File: src/rtl/mdu_iterative.sv
// mdu_iterative: radix-2 iterative RV32M multiply/divide unit.
// Optional early-out for trivial operations: define MDU_EARLY_OUT_EN.
module mdu_iterative #(
  parameter int XLEN  = 32,
  parameter int CNT_W = $clog2(XLEN) + 1
) (
  input  logic            clk,
  input  logic            rst,
  input  logic            in_valid,
  output logic            in_ready,
  input  logic [2:0]      op,
  input  logic [XLEN-1:0] operand1,
  input  logic [XLEN-1:0] operand2,
  input  logic            flush,
  output logic            out_valid,
  input  logic            out_ready,
  output logic [XLEN-1:0] result,
  output logic            busy
);

  localparam logic [XLEN-1:0] MIN_NEG = {1'b1, {(XLEN-1){1'b0}}};

  typedef enum logic [1:0] {IDLE, CALC, DONE} state_t;

  state_t          state_q, state_d;
  logic [2:0]      op_q, op_d;
  logic [CNT_W-1:0] cnt_q, cnt_d;
  logic [XLEN-1:0] m_q, m_d;        // multiplicand or divisor magnitude
  logic [XLEN-1:0] hi_q, hi_d;      // product high half or partial remainder
  logic [XLEN-1:0] lo_q, lo_d;      // multiplier/product low half or dividend/quotient
  logic [XLEN-1:0] result_q, result_d;
  logic            neg_q, neg_d;    // negate product / quotient
  logic            rneg_q, rneg_d;  // negate remainder
  logic            div0_q, div0_d;
  logic            ovf_q, ovf_d;

  // Request decode: signedness, magnitudes and RISC-V special cases
  logic            is_div_in, s1_in, s2_in, div0_in, ovf_in;
  logic [XLEN-1:0] mag1, mag2;

  always_comb begin
    is_div_in = op[2];
    if (is_div_in) begin
      s1_in = ~op[0] & operand1[XLEN-1];
      s2_in = ~op[0] & operand2[XLEN-1];
    end else begin
      s1_in = (op[1:0] == 2'b01 || op[1:0] == 2'b10) & operand1[XLEN-1];
      s2_in = (op[1:0] == 2'b01) & operand2[XLEN-1];
    end
    mag1    = s1_in ? -operand1 : operand1;
    mag2    = s2_in ? -operand2 : operand2;
    div0_in = is_div_in & (operand2 == '0);
    ovf_in  = is_div_in & ~op[0] & (operand1 == MIN_NEG) & (operand2 == '1);
  end

  // Single iteration of shift-add and restoring shift-subtract, plus final fixup
  logic [XLEN:0]     msum, dshift;
  logic              dge;
  logic [XLEN-1:0]   ddiff, quot, rem, mul_res, div_res;
  logic [2*XLEN-1:0] prod, prod_s;

  always_comb begin
    msum    = {1'b0, hi_q} + {1'b0, m_q & {XLEN{lo_q[0]}}};
    dshift  = {hi_q, lo_q[XLEN-1]};
    dge     = dshift >= {1'b0, m_q};
    ddiff   = dshift[XLEN-1:0] - m_q;
    prod    = {hi_q, lo_q};
    prod_s  = neg_q ? -prod : prod;
    mul_res = (op_q[1:0] == 2'b00) ? prod_s[XLEN-1:0] : prod_s[2*XLEN-1:XLEN];
    quot    = neg_q ? -lo_q : lo_q;
    rem     = rneg_q ? -hi_q : hi_q;
    if (op_q[1])
      div_res = ovf_q ? '0 : rem;
    else if (div0_q)
      div_res = '1;
    else if (ovf_q)
      div_res = MIN_NEG;
    else
      div_res = quot;
  end

`ifdef MDU_EARLY_OUT_EN
  logic            early_in;
  logic [XLEN-1:0] early_res;

  always_comb begin
    early_in = div0_in | ovf_in | (~is_div_in & ((operand1 == '0) | (operand2 == '0)));
    if (!is_div_in)
      early_res = '0;
    else if (op[1])
      early_res = div0_in ? operand1 : '0;
    else
      early_res = div0_in ? '1 : MIN_NEG;
  end
`endif

  // State register and datapath registers
  always_ff @(posedge clk) begin
    if (rst) begin
      state_q  <= IDLE;
      op_q     <= '0;
      cnt_q    <= '0;
      m_q      <= '0;
      hi_q     <= '0;
      lo_q     <= '0;
      result_q <= '0;
      neg_q    <= 1'b0;
      rneg_q   <= 1'b0;
      div0_q   <= 1'b0;
      ovf_q    <= 1'b0;
    end else begin
      state_q  <= state_d;
      op_q     <= op_d;
      cnt_q    <= cnt_d;
      m_q      <= m_d;
      hi_q     <= hi_d;
      lo_q     <= lo_d;
      result_q <= result_d;
      neg_q    <= neg_d;
      rneg_q   <= rneg_d;
      div0_q   <= div0_d;
      ovf_q    <= ovf_d;
    end
  end

  // Next-state and datapath update
  always_comb begin
    state_d  = state_q;
    op_d     = op_q;
    cnt_d    = cnt_q;
    m_d      = m_q;
    hi_d     = hi_q;
    lo_d     = lo_q;
    result_d = result_q;
    neg_d    = neg_q;
    rneg_d   = rneg_q;
    div0_d   = div0_q;
    ovf_d    = ovf_q;
    case (state_q)
      IDLE: begin
        if (in_valid && !flush) begin
          op_d    = op;
          cnt_d   = '0;
          hi_d    = '0;
          m_d     = is_div_in ? mag2 : mag1;
          lo_d    = is_div_in ? mag1 : mag2;
          neg_d   = s1_in ^ s2_in;
          rneg_d  = is_div_in & s1_in;
          div0_d  = div0_in;
          ovf_d   = ovf_in;
          state_d = CALC;
`ifdef MDU_EARLY_OUT_EN
          if (early_in) begin
            result_d = early_res;
            state_d  = DONE;
          end
`endif
        end
      end
      CALC: begin
        if (flush) begin
          state_d = IDLE;
        end else if (cnt_q == CNT_W'(XLEN)) begin
          // one extra cycle after the last step resolves signs and special cases
          result_d = op_q[2] ? div_res : mul_res;
          state_d  = DONE;
        end else begin
          cnt_d = cnt_q + CNT_W'(1);
          if (op_q[2]) begin
            hi_d = dge ? ddiff : dshift[XLEN-1:0];
            lo_d = {lo_q[XLEN-2:0], dge};
          end else begin
            hi_d = msum[XLEN:1];
            lo_d = {msum[0], lo_q[XLEN-1:1]};
          end
        end
      end
      DONE: begin
        if (flush || out_ready)
          state_d = IDLE;
      end
      default: state_d = IDLE;
    endcase
  end

  assign in_ready  = (state_q == IDLE);
  assign busy      = (state_q != IDLE);
  assign out_valid = (state_q == DONE);
  assign result    = result_q;

endmodule

File: config.mk
export PLATFORM = sky130hd
export DESIGN_NAME = mdu_iterative
export DESIGN_NICKNAME = d
export VERILOG_FILES = /design/src/rtl/mdu_iterative.sv
export SDC_FILE = /design/constraint.sdc
export NUM_CORES = 1
export LEC_CHECK = 0
export CAP_MARGIN = 20
export CELL_PAD_IN_SITES_DETAIL_PLACEMENT = 0
export CELL_PAD_IN_SITES_GLOBAL_PLACEMENT = 1
export CORE_ASPECT_RATIO = 2
export CORE_MARGIN = 3
export CORE_UTILIZATION = 50
export CTS_BUF_LIST = sky130_fd_sc_hd__clkbuf_2 sky130_fd_sc_hd__clkbuf_4 sky130_fd_sc_hd__clkbuf_8
export DETAILED_ROUTE_END_ITERATION = 10
export DONT_BUFFER_PORTS = 1
export PLACE_DENSITY_LB_ADDON = 0.1
export RECOVER_POWER = 25
export SLEW_MARGIN = 10
export SYNTH_ARGS = -nofsm -noshare
export SYNTH_HDL_FRONTEND = slang
export SYNTH_SLANG_ARGS = --single-unit
File: constraint.sdc
create_clock -name clk -period 10.7 [get_ports clk]
set_input_delay 3.21 -clock clk [delete_from_list [all_inputs] [get_ports clk]]
set_output_delay 3.21 -clock clk [all_outputs]
set_load 0.02 [all_outputs]
Yosys cells after proc, flatten, opt, wreduce, memory -nomap -nowiden:

Index checks and enable logic that the tools add are counted.

* register bits after elaboration: 143
* input bits: 72
* output and inout port bits: 35
* logic and storage cells: 93

* add/sub/neg operators: 8
* order comparisons: 1
* eq/ne operators: 12
* mux-type cells: 35
* bitwise operators: 13
* reduce and logical (&&, ||, !) cells: 13

Operator list (count)
* $mux W32: 21
* $neg A32 Y32: 4
* $pmux W32 S2: 2
* $eq A32 B32 Y1 const B: 2
* $mux W64: 1
* $neg A64 Y64: 1
* $add A32 B32 Y33: 1
* $ge A33 B32 Y1: 1
* $and A32 B32 Y32: 1
* $logic_not A32 Y1: 1
* $sub A32 B32 Y32: 1
* $mux W6: 3
* $pmux W6 S2: 1
* $and A1 B1 Y1: 9
* $mux W2: 4
* $add A6 B1 Y6 const B: 1
* $eq A6 B6 Y1 const B: 1
* $pmux W2 S3: 1
* $reduce_and A3 Y1: 2
* $eq A2 B1 Y1 const B: 2
* $eq A2 B2 Y1 const B: 2
* $logic_not A2 Y1: 2
* $ne A2 B1 Y1 const B: 2
* $ne A2 B2 Y1 const B: 2
* other kinds (10): 14

Depth between registers and ports, before layout:

Gate-level depths: netlist of run 1.

* word-level depth: 8
* mapped depth: 14
* depth with buffers taken out: 13

Least setup slack after synthesis of run 1:

OpenSTA, ideal clock, no wires.

* path kind: in2reg
* from: in operand1[8]
* to: reg lo_q[26]
* setup time: 114 ps
* arrival: 5565 ps
* data required time: 10586 ps
* path slack: 5020 ps
* stages on the path: 8
* cell sequence: or4_1 > or4_1 > nor3b_1 > nand2_1 > o31ai_1 > xnor2_1 > nor2_1 > a2111oi_0

* longest elaborated chain between the ends: 5

RTL lines
* start, declared: RTL line 12 `input logic [XLEN-1:0] operand1,`
* $neg A32 Y32: RTL line 50 `mag1 = s1_in ? -operand1 : operand1;`
* $mux W32: RTL line 50
* $mux W32: RTL line 146 `lo_d = is_div_in ? mag1 : mag2;`
* $mux W32: RTL line 141 `if (in_valid && !flush) begin`
* $pmux W32 S2: RTL line 139 `case (state_q)`
* end signal, assigned: RTL line 117 `lo_q <= lo_d;`
* end, declared: RTL line 30 `logic [XLEN-1:0] lo_q, lo_d;`

Every way passes these cells. The select of a mux whose other input is x is not followed.
A chain may end at the register's enable or synchronous reset.

Final worst setup path of run 1:

Ends and elaborated chain as after synthesis.

==> impl_metrics.json, run 1 <==
{
  "status": "finished, violations left",
  "failed_checks": "max-capacitance violations, max-slew violations",
  "synth_most_common_cell": "nand2_1",
  "synth_top_area_share_pct": 19.55,
  "clockBufferDepth": 2,
  "start_util_pct": 50.75,
  "fin_crit_ps": 5974,
  "vias": 15726,
  "cts_root_buf": "clkbuf_8",
  "drive_above_1_share_pct": 4.641,
  "cp-endpoint": "lo_q[26]$_SDFFE_PP0P_",
  "routabilityCongestion": 0.9809,
  "first_global_vias": 15125,
  "clkLatencyLatePin_ps": 500,
  "ir_drop_mv": 0.06549,
  "synth_top_area_cell": "dfxtp_1",
  "max_slew_margin_pct": -36.59,
  "rsz0062_at_grt": "no",
  "cts_buffers": 17,
  "p_per_area_mw_per_mm2": 101.7,
  "synth.net_count": 2242,
  "async_flop_share_pct": 0,
  "hold_path.class": "register to register",
  "reg2regPathDepth": 11,
  "hpwl_um": 46640,
  "synth_edf_count": 0,
  "cts.clk_slew.worst_paths_ps": 80,
  "grt_max_degree": 97,
  "grt.total_usage_pct": 36.75,
  "synth_area_leaders": "dfxtp_1 (20%), xor2_1 (6.6%), nand2_1 (6.3%)",
  "p_leak_nw": 5.776,
  "finalHoldViolCount": 0,
  "drc": 0,
  "synthToLayoutAreaGrowth_pct": 3.435,
  "p_int_w": 0.0009514,
  "end_kind": "register",
  "critPathMaxFanout": 5,
  "sw_frac_of_total_pct": 38.21,
  "post_cts_buffers": 0,
  "slew_viol_final": 40,
  "finalInstanceArea_mm2": 0.01514,
  "num-fill-cells": 3011,
  "wl_um": 59360,
  "cp_common_cell": "or4_1",
  "overflow": 0,
  "setup_tns_ps": 0,
  "arrival_ps": 6350,
  "cts_sinks": 143,
  "wl_per_cell_um": 25.10,
  "reg2reg_from": "lo_q[0]$_SDFFE_PP0P_",
  "core-area_mm2": 0.02885,
  "path_cells": "or4_1 > or4_1 > nor3b_1 > nand2_1 > o31ai_1 > xnor2_1 > nor2_1 > a2111oi_0",
  "ant_nets": 0,
  "fin_crit_sh_pct": 55.83,
  "io_pins": 107,
  "synth-seq-area-share_pct": 19.55,
  "ys_ff_latch": 143,
  "critPathLaunchType": "primary input",
  "tightest_slew_ps": 2049,
  "worstSetupPathType": "primary input to register",
  "ff2ff_setup_slack_ps": 6120,
  "grt_pass1_wl_um": 89000,
  "p_switching_w": 0.0005884,
  "cts_tree": "done",
  "seq_power_share_pct": 38.5,
  "die_h_um": 248.0,
  "drtPass1Iterations": 7,
  "cp_slowest_cell": "nor3b_1",
  "setup_viol": 0,
  "via_per_inst": 6.649,
  "antenna_found_initial": 1,
  "netlist_area_mm2": 0.01464,
  "ys.flop_type": "dfxtp_1",
  "num_rows": 88,
  "drt_iter0_markers": 1178,
  "finClkSkew_ps": 12.97,
  "synth_area_per_cell_um2": 6.985,
  "slowest_delay_ps": 750,
  "die_w_um": 127,
  "synth_cells": 2096,
  "max_freq_ghz": 0.1674,
  "worstPathRequired_ps": 11070,
  "htreeDepth": 4,
  "portBuffers": 0,
  "max_cap_viol_count": 1,
  "crit_path_start": "operand1[8]",
  "r2r_end": "result[24]$_SDFFE_PP0P_",
  "placed_area_mm2": 0.01477,
  "cts_resized": 0,
  "combPwrFrac_pct": 31.5,
  "pwr-share-clk_pct": 30.0,
  "yosysWarnings": 0,
  "synth_cell_types": 72,
  "hold_buffers": 0,
  "ys_top_cells_by_count": "nand2_1 (244), nor2_1 (215), o21ai_0 (183), a21oi_1 (171), dfxtp_1 (143)",
  "die_area_mm2": 0.03150,
  "nNetsFinal": 2139
}
-- worst min-delay path by stage --
stage                          from                   end  slack [ps]  cells past startpoint
5_1_grt        m_q[27]$_SDFFE_PP0P_  m_q[27]$_SDFFE_PP0P_         460                      2
6_report       m_q[27]$_SDFFE_PP0P_  m_q[27]$_SDFFE_PP0P_         450                      2
3_3_place_gp    m_q[2]$_SDFFE_PP0P_   m_q[2]$_SDFFE_PP0P_         430                      2
4_1_cts        m_q[27]$_SDFFE_PP0P_  m_q[27]$_SDFFE_PP0P_         450                      2
2_1_floorplan  m_q[15]$_SDFFE_PP0P_  m_q[15]$_SDFFE_PP0P_         430                      2
3_5_place_dp   m_q[27]$_SDFFE_PP0P_  m_q[27]$_SDFFE_PP0P_         440                      2
-- per-stage QoR --
step	utilization [%]	setup slack, ps	hold slack (ps)	cells	total power (W)
after global placement	51.19	4348	433.5	2334	0.001078
after CTS	52.55	4794	451.7	2364	0.001538
after global routing	52.50	4530	462.8	2365	0.001608
after detailed placement	51.19	4247	439.6	2334	0.001081
after floorplan	-	5020	431.9	2096	0.0009474
final	52.50	4726	454.5	2365	0.001540
-- worst max-delay path: cells and delay by family --
kind,cells,cell delay (ps)
AND/OR/NAND/NOR,5,2240
XOR/XNOR,1,180
AO/OA/AOI/OAI,2,710
-- layout make-up --
cell class,instances,area (µm²),area share (%)
inverters,69,259.0,1.710
well taps,360,450.4,2.974
flip-flops and latches,143,2868,18.94
multi-input cells,1729,10930,72.20
repair buffers,33,236.5,1.561
diodes,1,2.502,0.01652
clock buffers,21,282.8,1.867
clock inverters,9,111.4,0.7353
-- state kept, by name, summed over array words and instances, names as in the netlist --
name	flops
cnt_q	6
div0_q	1
hi_q	32
lo_q	32
m_q	32
neg_q	1
op_q	3
ovf_q	1
result	32
rneg_q	1
state_q	2
-- placed cells by master (no fill, tap or decap), types with 42 or more instances in the layout --
| cell type | Yosys | routed |
|---|---|---|
| nand2_1 | 244 | 244 |
| nor2_1 | 215 | 212 |
| o21ai_0 | 183 | 182 |
| a21oi_1 | 171 | 171 |
| dfxtp_1 | 143 | 141 |
| xor2_1 | 111 | 111 |
| xnor2_1 | 85 | 85 |
| ha_1 | 72 | 72 |
| inv_1 | 68 | 68 |
| mux2i_1 | 61 | 61 |
| nor3_1 | 47 | 47 |
| nand3_1 | 42 | 42 |
-- power groups by stage --
stage               sequential [W]  clock [W]  combinational [W]
finish                    0.000593   0.000461           0.000485
global route              0.000596   0.000485           0.000527
CTS                       0.000592   0.000468           0.000478
detailed placement        0.000604          0           0.000476
global placement          0.000603          0           0.000474
floorplan                 0.000577          0           0.000371
-- layer usage --
layer	global-route usage (%)	vias to the layer above	share of wire [%]
met3	5.406	183	5.3
met2	69.65	626	53
met5	0	-	0
met1	37.07	7543	35
li1	-	7374	-
met4	22.68	0	6.8
-- cells by family (layout without fill, tap and decap cells) --
family / count (synthesis) / after routing / share of synthesized area (%)
muxes: 63 / 63 / 4.324
adders and majority gates: 74 / 74 / 6.426
buffers and inverters: 224 / 132 / 5.819
AOI/OAI and AO/OA: 671 / 671 / 29.23
and+or+nand+nor: 725 / 725 / 22.92
DFF: 143 / 143 / 19.55
xor gates and xnor gates: 196 / 196 / 11.72
other: 0 / 1 / 0
Note: power is estimated with default switching activity, not from simulation.
==> run 2, diff against run 1 <==
--- a/config.mk
+++ b/config.mk
@@ -10,7 +10,7 @@
 export CELL_PAD_IN_SITES_GLOBAL_PLACEMENT = 1
 export CORE_ASPECT_RATIO = 2
 export CORE_MARGIN = 3
-export CORE_UTILIZATION = 50
+export CORE_UTILIZATION = 49
 export CTS_BUF_LIST = sky130_fd_sc_hd__clkbuf_2 sky130_fd_sc_hd__clkbuf_4 sky130_fd_sc_hd__clkbuf_8
 export DETAILED_ROUTE_END_ITERATION = 10
 export DONT_BUFFER_PORTS = 1
==> constraint.sdc (replaced) <==
create_clock -name clk -period 5.99 [get_ports clk]
set_input_delay 1.797 -clock clk [delete_from_list [all_inputs] [get_ports clk]]
set_output_delay 1.797 -clock clk [all_outputs]
set_load 0.02 [all_outputs]
==> run 2 against run 1 <==
Net effect: the flow still finishes with violations (max-capacitance violations, max-slew violations); power up 86%; first-iteration DRC count decreased by 10%; critical path type is now register to register; critical path depth increased by 5; sequential share of layout area shrank 0.17 points; final cell count increased by 0.38%; critical endpoint is now hi_q[28]$_SDFFE_PP0P_; die area grew 2.0%; sequential power increased by 79%; worst setup slack worse by 3000 ps.
==> impl_metrics.json, run 2 (synthesis results as in run 1) <==
{
  "cts_tree": "done",
  "numPlacedInstances": 2342,
  "num-fill-cells": 3060,
  "fin_crit_sh_pct": 71.86,
  "cts_sinks": 143,
  "htreeDepth": 4,
  "grt_max_degree": 97,
  "drive_above_1_share_pct": 5.166,
  "num_rows": 88,
  "antenna_found_initial": 1,
  "status": "finished, violations left",
  "cp-endpoint": "hi_q[28]$_SDFFE_PP0P_",
  "cts.clk_slew.worst_paths_ps": 90,
  "reg2reg_from": "lo_q[0]$_SDFFE_PP0P_",
  "met3_length_um": 2652,
  "overflow": 0,
  "critPathLaunchType": "register",
  "route.met2.wl_um": 31370,
  "max_cap_viol_count": 1,
  "highest_layer": "met4",
  "grt.total_usage_pct": 35.88,
  "post_cts_buffers": 0,
  "multi_input_area_mm2": 0.01094,
  "routabilityCongestion": 0.9793,
  "grt_pass1_wl_um": 89150,
  "io_pins": 107,
  "max_freq_ghz": 0.2323,
  "hold_path.class": "register to register",
  "whs_ps": 450.6,
  "p_per_area_mw_per_mm2": 187.8,
  "finalHoldViolCount": 0,
  "max_slew_margin_pct": -31.31,
  "slew_viol_final": 40,
  "vias": 15521,
  "reg2regPathDepth": 13,
  "die_w_um": 128.2,
  "fin_crit_ps": 4305,
  "seq_area_mm2": 0.002868,
  "tightest_slew_ps": 1970,
  "drt_iter0_markers": 1055,
  "worstPathRequired_ps": 6410,
  "end_kind": "register",
  "worstSetupPathType": "register to register",
  "setup_tns_ps": 0,
  "die_h_um": 250.5,
  "instances_no_fill": 2374,
  "ff2ff_setup_slack_ps": 1690,
  "cts_buffers": 17,
  "clkLatencyLatePin_ps": 520,
  "min_from": "m_q[2]$_SDFFE_PP0P_",
  "ir_drop_mv": 0.1288,
  "hold_buffers": 0,
  "cts_root_buf": "clkbuf_8",
  "critPathMaxFanout": 17,
  "nNetsFinal": 2147,
  "via_per_inst": 6.538,
  "wl_met1_um": 20760,
  "synthToLayoutAreaGrowth_pct": 4.376,
  "setup_viol": 0,
  "p_leak_nw": 5.856,
  "rsz0062_at_grt": "no",
  "layout_common_cells": "nand2_1 (244), nor2_1 (211), o21ai_0 (182)",
  "start_util_pct": 50.18,
  "clockBufferDepth": 2,
  "hpwl_um": 46740,
  "failed_checks": "max-capacitance violations, max-slew violations",
  "die_area_mm2": 0.03212,
  "wl_um": 58660,
  "drtPass1Iterations": 5,
  "first_global_vias": 15290,
  "cts_resized": 0,
  "portBuffers": 0,
  "ant_nets": 0,
  "final_util_pct": 52.38,
  "crit_path_start": "lo_q[0]$_SDFFE_PP0P_",
  "drc": 0,
  "r2r_end": "hi_q[28]$_SDFFE_PP0P_",
  "core-area_mm2": 0.02918,
  "arrival_ps": 4720,
  "finClkSkew_ps": 17.51,
  "wl_per_cell_um": 24.71,
  "final_common_cell": "nand2_1"
}
-- run 2: cell types whose count changed in the layout (fill, tap and decap cells not counted), moves of 2 or more --
cell,before,now
buf_4,30,39
bufinv_16,2,5
clkbuf_8,20,18
clkinv_4,1,3
clkinvlp_4,5,3
-- run 2: layout make-up --
type / instances / share of cell area (%)
diodes: 1 / 0.01637
clock buffers: 18 / 1.621
well taps: 360 / 2.947
clock inverters: 13 / 1.392
multi-input cells: 1729 / 71.60
inverters: 69 / 1.695
flip-flops and latches: 143 / 18.77
repair buffers: 41 / 1.965
-- run 2: power by group --
group / switching [W] / internal (W) / leakage (nW)
combinational: 0.000552 / 0.000312 / 4.47
clock: 0.000444 / 0.000506 / 0.221
sequential: 0.0000711 / 0.000986 / 1.16
-- run 2: how the worst min path moves through the flow --
stage	to	slack [ps]	depth (start not counted)
5_1_grt	m_q[17]$_SDFFE_PP0P_	470	2
3_5_place_dp	m_q[17]$_SDFFE_PP0P_	440	2
2_1_floorplan	m_q[15]$_SDFFE_PP0P_	430	2
3_3_place_gp	m_q[17]$_SDFFE_PP0P_	430	2
4_1_cts	m_q[17]$_SDFFE_PP0P_	450	2
6_report	m_q[2]$_SDFFE_PP0P_	450	2
-- run 2: metal layers --
metal  vias to the layer above  GRT usage, %
li1                       7409             -
met1                      7416         36.78
met2                       523         66.92
met3                       173         4.695
met4                         0         21.89
met5                         -             0
-- run 2: critical path: stages (launching register included) --
cell and delay [ps]:
dfxtp_1 400, inv_1 550, buf_4 350, nor2_1 70, ha_1 400, a2111oi_0 450
o211ai_1 160, o21ai_0 140, o21ai_0 230, nor3b_1 230, a2111oi_0 560, nor3_1 150
xor2_1 170, a221o_1 340
-- run 2: through the flow --
stage                     area, µm²  power [W]  worst slack, ps
after floorplan               14640   0.001692             1723
after global placement        14830   0.001922             1536
after detailed placement      14830   0.001927             1519
after CTS                     15290   0.002864             1655
after global routing          15280   0.002992             1484
final                         15280   0.002870             1685
==> run 3, diff against run 2 <==
==> constraint.sdc (replaced) <==
create_clock -name clk -period 4.3 [get_ports clk]
set_input_delay 1.29 -clock clk [delete_from_list [all_inputs] [get_ports clk]]
set_output_delay 1.29 -clock clk [all_outputs]
set_load 0.02 [all_outputs]
==> run 3 against run 2 <==
Net effect: the run still ends with max-capacitance violations, max-slew violations left; critical path depth rose by 1; routed wire length rose by 5.4%; die area did not move; flip-flop and latch count did not move; final cell count rose by 1.6%; sequential power rose by 38%; register-to-register slack got worse by 1500 ps; non-clock buffer count rose by 39.
==> impl_metrics.json, run 3 (synthesis results as in run 1) <==
{
  "ant_nets": 0,
  "p_switching_w": 0.001494,
  "num_rows": 88,
  "overflow": 0,
  "layout_common_cells": "nand2_1 (244), nor2_1 (212), o21ai_0 (182)",
  "htreeDepth": 4,
  "max_slew_margin_pct": -19.11,
  "drive_above_1_share_pct": 6.917,
  "drtPass1Iterations": 6,
  "p_per_area_mw_per_mm2": 244.2,
  "setup_viol": 0,
  "sw_frac_of_total_pct": 39.45,
  "core-area_mm2": 0.02918,
  "die_w_um": 128.2,
  "vias": 15942,
  "hpwl_um": 49380,
  "start_util_pct": 50.18,
  "routabilityCongestion": 1.009,
  "ir_drop_mv": 0.1651,
  "hold_buffers": 0,
  "die_h_um": 250.5,
  "grt_pass1_wl_um": 92580,
  "cts_buffers": 17,
  "grt.total_usage_pct": 37.67,
  "wl_um": 61850,
  "failed_checks": "max-capacitance violations, max-slew violations",
  "finClkSkew_ps": 19.88,
  "clockBufferDepth": 2,
  "max_cap_viol_count": 1,
  "finalHoldViolCount": 0,
  "cts.clk_slew.worst_paths_ps": 90,
  "cts_tree": "done",
  "worstSetupPathType": "register to register",
  "clkLatencyLatePin_ps": 520,
  "seq_power_share_pct": 38.6,
  "hold_path.class": "register to register",
  "status": "finished, violations left",
  "critPathMaxFanout": 16,
  "via_per_inst": 6.607,
  "whs_ps": 457.8,
  "p_leak_nw": 6.026,
  "portBuffers": 0,
  "fin_crit_sh_pct": 94.91,
  "drt_iter0_markers": 1265,
  "end_kind": "register",
  "synthToLayoutAreaGrowth_pct": 5.888,
  "fin_crit_ps": 4081,
  "rsz0062_at_grt": "no",
  "worstPathRequired_ps": 4700,
  "antenna_found_initial": 0,
  "finalInstanceArea_mm2": 0.01550,
  "first_global_vias": 15725,
  "combPwrFrac_pct": 33.0,
  "io_pins": 107,
  "critPathLaunchType": "register",
  "tightest_slew_ps": 1787,
  "grt_max_degree": 97,
  "setup_tns_ps": 0,
  "slew_viol_final": 37,
  "p_int_w": 0.002293,
  "final_common_cell": "nand2_1",
  "arrival_ps": 4480,
  "drc": 0,
  "wl_per_cell_um": 25.63,
  "placed_area_mm2": 0.01515,
  "nNetsFinal": 2186,
  "max_freq_ghz": 0.2450,
  "n_antenna_cell": 0,
  "die_area_mm2": 0.03212,
  "cts_sinks": 143,
  "cts_root_buf": "clkbuf_8",
  "pwr-share-clk_pct": 28.4
}
==> run 3: timing repair <==
action	4_1_cts	5_1_grt
gates resized for setup	0	1
buffers inserted	0	1
setup endpoints to repair	0	1
==> run 3: cell type report <==
class | instances | area [µm²]
well taps | 360 | 450.4
flip-flops and latches | 143 | 2868
inverters | 69 | 259.0
multi-input cells | 1729 | 10940
repair buffers | 80 | 626.9
clock inverters | 13 | 115.1
clock buffers | 19 | 249.0
fillers | 3007 | 13670
==> run 3: final timing paths <==
| check | from | slack [ps] | end | cells after the start |
|---|---|---|---|---|
| setup / recovery | lo_q[0]$_SDFFE_PP0P_ | 220 | hi_q[28]$_SDFFE_PP0P_ | 14 |
| hold / removal | m_q[2]$_SDFFE_PP0P_ | 460 | m_q[2]$_SDFFE_PP0P_ | 2 |
| setup reg to reg | lo_q[0]$_SDFFE_PP0P_ | 220 | hi_q[28]$_SDFFE_PP0P_ | 14 |
| hold reg to reg | m_q[2]$_SDFFE_PP0P_ | 460 | m_q[2]$_SDFFE_PP0P_ | 2 |
==> run 3: per-layer routing <==
layer | up-vias | part of all wire (%) | global-route usage (%)
met4 | 0 | 7.9 | 25.83
met1 | 7525 | 33 | 36.27
met3 | 232 | 6.1 | 6.957
met5 | - | 0 | 0
li1 | 7469 | - | -
met2 | 716 | 53 | 70.08
==> run 3: stage by stage <==
stage	util [%]	power (W)	worst slack (ps)	instances
2_1_floorplan	-	0.002358	540.2	2096
3_3_place_gp	51.91	0.002705	177.9	2380
3_5_place_dp	51.91	0.002712	72.88	2380
4_1_cts	53.16	0.003771	35.68	2412
5_1_grt	53.13	0.003959	175.4	2413
6_report	53.13	0.003786	218.8	2413
==> run 3: critical path, stage by stage (launching register included) <==
cell	delay, ps
dfxtp_1	340
inv_1	320
buf_12	200
nor2_1	60
ha_1	220
a211oi_1	250
o21bai_1	140
a21o_1	240
a221oi_1	710
o211ai_1	160
buf_4	200
a2111oi_1	480
nor3_1	140
xor2_1	170
a221o_1	350
==> run 3: power by group through the flow <==
stage / Combinational (W) / Sequential, W / Clock, W
floorplan: 0.000922 / 0.00144 / 0
global placement: 0.00122 / 0.00149 / 0
detailed placement: 0.00122 / 0.00149 / 0
CTS: 0.00123 / 0.00146 / 0.00108
global route: 0.00135 / 0.00147 / 0.00114
finish: 0.00125 / 0.00146 / 0.00108
